==> src/rtl/mmu_seq.sv <==
// Command sequencer for the systolic MMU: loads a weight tile, commits it,
// streams activation rows, drains the array and flags result rows and completion.
module mmu_seq #(
  parameter int ARRAY_DIM = 8,
  parameter int ROWS_W    = 16
) (
  input  logic              clk,
  input  logic              rstn,
  input  logic              cmd_valid,
  output logic              cmd_ready,
  input  logic [ROWS_W-1:0] cmd_rows,
  input  logic              wf_valid,
  output logic              wf_rd,
  input  logic              af_valid,
  output logic              af_rd,
  output logic              af_zero,
  output logic              global_w_wen,
  output logic              w_wen,
  output logic              w_invalid,
  output logic              en,
  output logic              res_valid,
  output logic              busy,
  output logic              done
);

  localparam int WCNT_W    = (ARRAY_DIM > 1) ? $clog2(ARRAY_DIM) : 1;
  localparam int DRAIN_LEN = 2 * ARRAY_DIM;
  localparam int DCNT_W    = $clog2(DRAIN_LEN);

  localparam logic [WCNT_W-1:0] WCNT_LAST = WCNT_W'(ARRAY_DIM - 1);
  localparam logic [DCNT_W-1:0] DCNT_LAST = DCNT_W'(DRAIN_LEN - 1);

  localparam logic [2:0] S_IDLE   = 3'd0;
  localparam logic [2:0] S_LOAD   = 3'd1;
  localparam logic [2:0] S_COMMIT = 3'd2;
  localparam logic [2:0] S_STREAM = 3'd3;
  localparam logic [2:0] S_DRAIN  = 3'd4;
  localparam logic [2:0] S_DONE   = 3'd5;

  logic [2:0]           state;
  logic [2:0]           state_nxt;
  logic [WCNT_W-1:0]    wcnt;
  logic [ROWS_W-1:0]    rows;
  logic [ROWS_W-1:0]    rcnt;
  logic [DCNT_W-1:0]    dcnt;
  logic [DRAIN_LEN-1:0] res_pipe;

  logic st_idle;
  logic st_load;
  logic st_commit;
  logic st_stream;
  logic st_drain;
  logic st_done;
  logic w_xfer;
  logic a_xfer;
  logic last_row;

  assign st_idle   = (state == S_IDLE);
  assign st_load   = (state == S_LOAD);
  assign st_commit = (state == S_COMMIT);
  assign st_stream = (state == S_STREAM);
  assign st_drain  = (state == S_DRAIN);
  assign st_done   = (state == S_DONE);

  // Feeder handshakes are only honoured in their own phase.
  assign w_xfer   = st_load & wf_valid;
  assign a_xfer   = st_stream & af_valid;
  assign last_row = (rcnt == (rows - ROWS_W'(1)));

  always_comb begin
    state_nxt = state;
    case (state)
      S_IDLE:   if (cmd_valid) state_nxt = S_LOAD;
      S_LOAD:   if (w_xfer && (wcnt == WCNT_LAST)) state_nxt = S_COMMIT;
      S_COMMIT: state_nxt = (rows == '0) ? S_DONE : S_STREAM;
      S_STREAM: if (a_xfer && last_row) state_nxt = S_DRAIN;
      S_DRAIN:  if (dcnt == DCNT_LAST) state_nxt = S_DONE;
      S_DONE:   state_nxt = S_IDLE;
      default:  state_nxt = S_IDLE;
    endcase
  end

  always_ff @(posedge clk) begin
    if (!rstn) begin
      state    <= S_IDLE;
      wcnt     <= '0;
      rows     <= '0;
      rcnt     <= '0;
      dcnt     <= '0;
      res_pipe <= '0;
    end else begin
      state <= state_nxt;
      case (state)
        S_IDLE: begin
          if (cmd_valid) begin
            rows <= cmd_rows;
            wcnt <= '0;
          end
        end
        S_LOAD: begin
          if (w_xfer) wcnt <= wcnt + WCNT_W'(1);
        end
        S_COMMIT: begin
          rcnt <= '0;
        end
        S_STREAM: begin
          if (a_xfer) rcnt <= rcnt + ROWS_W'(1);
          if (a_xfer && last_row) dcnt <= '0;
        end
        S_DRAIN: begin
          dcnt <= dcnt + DCNT_W'(1);
        end
        default: ;
      endcase
      // Result tracker only moves when the array itself advances.
      if (en) res_pipe <= {res_pipe[DRAIN_LEN-2:0], a_xfer};
    end
  end

  assign cmd_ready    = st_idle;
  assign busy         = ~st_idle;
  assign global_w_wen = st_load;
  assign wf_rd        = w_xfer;
  assign w_wen        = w_xfer;
  assign w_invalid    = st_commit;
  assign en           = a_xfer | st_drain;
  assign af_rd        = a_xfer;
  assign af_zero      = st_drain;
  assign done         = st_done;
  assign res_valid    = res_pipe[DRAIN_LEN-1] & en;

endmodule

==> config.mk <==
export PLATFORM = sky130hd
export DESIGN_NAME = mmu_seq
export DESIGN_NICKNAME = d
export VERILOG_FILES = /design/src/rtl/mmu_seq.sv
export SDC_FILE = /design/constraint.sdc
export NUM_CORES = 1
export LEC_CHECK = 0
export ABC_AREA = 1
export BUFFER_PORTS_ARGS = -buffer_cell sky130_fd_sc_hd__buf_2
export CAP_MARGIN = 40
export CORE_MARGIN = 5
export CORE_UTILIZATION = 57
export CTS_CLUSTER_SIZE = 25
export DETAILED_ROUTE_END_ITERATION = 8
export GPL_TIMING_DRIVEN = 0
export PLACE_DENSITY = 0.88
export SLEW_MARGIN = 0
export SYNTH_ARGS = -nofsm -noshare
export SYNTH_HDL_FRONTEND = slang
export SYNTH_SLANG_ARGS = --single-unit
export TNS_END_PERCENT = 100
==> constraint.sdc <==
create_clock -name clk -period 2.23 [get_ports clk]
set_clock_uncertainty 0.15 [all_clocks]
set_input_delay 0.1115 -clock clk [delete_from_list [all_inputs] [get_ports clk]]
set_output_delay 0.1115 -clock clk [all_outputs]
set_load 0.02 [all_outputs]
==> metrics.txt <==
crit path capture type flip-flop; Period minus WS final 2121 ps; Synth Instances 444; setup total negative slack 0 ps; Pint 2.632 mW; min-delay src wf_valid; diodes inserted 0; CP bufs+invs 1; Most common cell on crit path nand2_1; first-pass iteration count of the detailed router 4; leakage 1.777 nW; max-slew violations 0; total gr overflow 0; Clk pin slew, worst setup/hold paths 70 ps; Syn Area/Cell 6.806 µm²; first-pass GRT wire length 13.46 mm; worst path cell trace inv_1 -> ha_2 -> xor2_1 -> nand2_1 -> nor2_1 -> nand2_1 -> nor2_1 -> nand3b_1 -> nor2_2 -> nand2_2 -> nand2_2 -> nand2_1 -> nand2_1 -> nor2_1; Critical Path Stages 14; critical path fanouts, max 5; MaxCap Viol Count 0; Worst Max-Slew Pin Slew 601.8 ps; Initial Util 0.5879; pwr/cell area 1198 nW/µm²; Final Non-Filler Cells 579; top cell type's share of synthesized area 0.3843; status complete, no violations; R2R depth 14; CP max-delay cell dfxtp_1; total power 4.441 mW; Hold Crit Class input pin to flip-flop; worst r2r dst state[1]; Largest stage delay, worst path 340 ps; CTS Sinks 58; final hold violation count 0; I/O pin count 32; die area 6858 µm²; worst rel slew slack 0.5988; dpl cell area 3259 µm²; final std cell area, no fill 3707 µm²; RSZ-0062 raised after global routing yes; clk_lat worst skew 340 ps; remaining antenna violation count 0; DIE HEIGHT 82.81 µm; sequential-to-total area share from yosys stat 0.3843; Min Hold Slack 12.90 ps; CTS tree built; CTS buffer count 9; Comb pwr share 0.411; maximum clock rate 0.4714 GHz; number of flops mapped to enable cells by yosys 0; vias per cell 5.411; fin util 0.7213; Net Sw Frac 0.4074; CP required 2290 ps; worst vdd ir 0.0009325 V; dominant cells by area after synthesis dfxtp_1 (38%), nand2_1 (11%), nor2_1 (8.8%); Routed WL 7.882 mm; chip width 82.81 µm; DP HPWL 5.295 mm; Reg-to-Reg Start rows[1]; critical path's top delay family simple AND/OR/NAND/NOR gates; Final Cycle Share 0.9512; worst setup path category flip-flop to flip-flop; Async SR Flop Fraction 0; Syn-to-layout area delta 22.69%; WP data arrival 2180 ps; vias in the first global route 3,062; Initial DRC Count 226; via count 3,133; Clock power frac 0.265; area leader, netlist dfxtp_1; Synth Warn # 0; fraction of layout cells with a size suffix above 1 0.1454; worst hold stages 5; Final setup viols 0; Sw Pwr 1.810 mW; global placement routability congestion 0.9149; Clock Path Buffers 2; final worst setup slack 108.8 ps; DRC errors left 0; Seq pwr share 0.325; Rows 26; Cells after DPL 544; Syn Std Cell Area 3022 µm²; Core Box Area 5140 µm²; Yosys reg bits 58; syn nets 471; Critical Path Start Type flip-flop; ys flop type dfxtp_1; R2R setup slack 110 ps; I/O Buffers 30; synth unique cells 31; root buffer cell clkbuf_8; WHS Endpoint wcnt[2]; WL/cell 13.61 µm; H-tree depth 3; largest net degree at the start of global routing 18; initial antenna violation count 0; Total Nets Final 531; Post-Place Worst Slack 109.5 ps; gr usage total 0.2371
==> flip-flops by register name, indices dropped and copies added, names as in the netlist <==
register,flops
res_pipe,16
dcnt,4
wcnt,3
rcnt,16
state,3
rows,16
==> area by class of cell <==
type / instances / area [µm²]
multi-input combinational: 325 / 1644
fill: 407 / 1433
sequential: 58 / 1162
timing repair buffer: 50 / 345.3
inverter: 51 / 193.9
clock buffer: 11 / 131.4
clock inverter: 5 / 102.6
tap: 70 / 87.58
buffer: 9 / 40.04
==> power by group through the flow <==
| stage | combinational [mW] | sequential (mW) | clock, mW |
|---|---|---|---|
| final | 1.82 | 1.44 | 1.18 |
| after global routing | 2.06 | 1.47 | 1.22 |
| after CTS | 1.72 | 1.43 | 1.17 |
| after detailed placement | 1.69 | 1.45 | 0 |
| after global placement | 1.63 | 1.44 | 0 |
| after floorplan | 1.33 | 1.41 | 0 |
==> routing by layer <==
layer | global-route usage | vias up | routed length (µm)
met4 | 0.1174 | 0 | 283
met1 | 0.2708 | 1459 | 3380
met5 | 0 | - | 0
met3 | 0.05941 | 28 | 338
met2 | 0.4096 | 97 | 3880
li1 | - | 1549 | -
==> how the worst max path moves through the flow <==
stage | start | to
2_1_floorplan | state[2] | rcnt[11]
3_3_place_gp | rows[0] | state[1]
3_5_place_dp | rows[0] | state[1]
4_1_cts | state[0] | res_valid
5_1_grt | rows[1] | state[1]
6_report | rows[1] | state[1]
==> Yosys cell counts, types with 2 or more instances <==
cell type and instances:
a211oi_1 2, nor2_4 2, dfxtp_1 58, clkbuf_1 8
nand4_1 2, nor4_1 2, inv_2 2, o21ai_0 40
nand3b_1 5, nor3_4 2, clkinv_1 3, inv_1 46
nor3_1 5, xnor2_1 4, xor2_1 13, nand2_2 4
nor2_1 71, nand2_4 2, ha_1 6, nand3_1 28
nand2_1 90, nor2_2 2, a21oi_1 39
==> placed cells by master, fill, tap and decap left out, types with 4 or more instances in the layout <==
cell type	instances
dlygate4sd3_1	18
ha_1	5
nand2_1	86
clkbuf_8	9
dfxtp_1	57
buf_2	31
nand3b_1	5
nor2_2	4
xor2_1	13
clkbuf_1	8
o21ai_0	40
xnor2_1	4
inv_1	45
a21oi_1	39
nand3_1	28
nand2_2	8
nor2_1	69
nor3_1	5
==> logic make-up (layout without fill, tap and decap cells) <==
group                      count (synthesis)  after routing  share of synthesized area
AOI/OAI and AO/OA                         84             84                     0.1433
xor gates and xnor gates                  17             17                    0.04927
adders and majority gates                  6              6                    0.02484
buffers and inverters                     61            126                    0.07743
DFF                                       58             58                     0.3843
and+or+nand+nor                          218            218                     0.3209
==> repair_timing <==
item | in CTS | in global routing
pin swaps | 0 | 1
hold endpoints to repair | 18 | 0
buffers inserted | 0 | 2
endpoints found under the setup margin | 1 | 9
hold buffers | 18 | 0
gates resized for setup | 2 | 11
==> worst min-delay path, stage by stage <==
cell     delay, ps
buf_2          110
inv_1           40
nor2_1          80
nand2_1         70
a21oi_1         50
(Power assumes the default switching activity.)
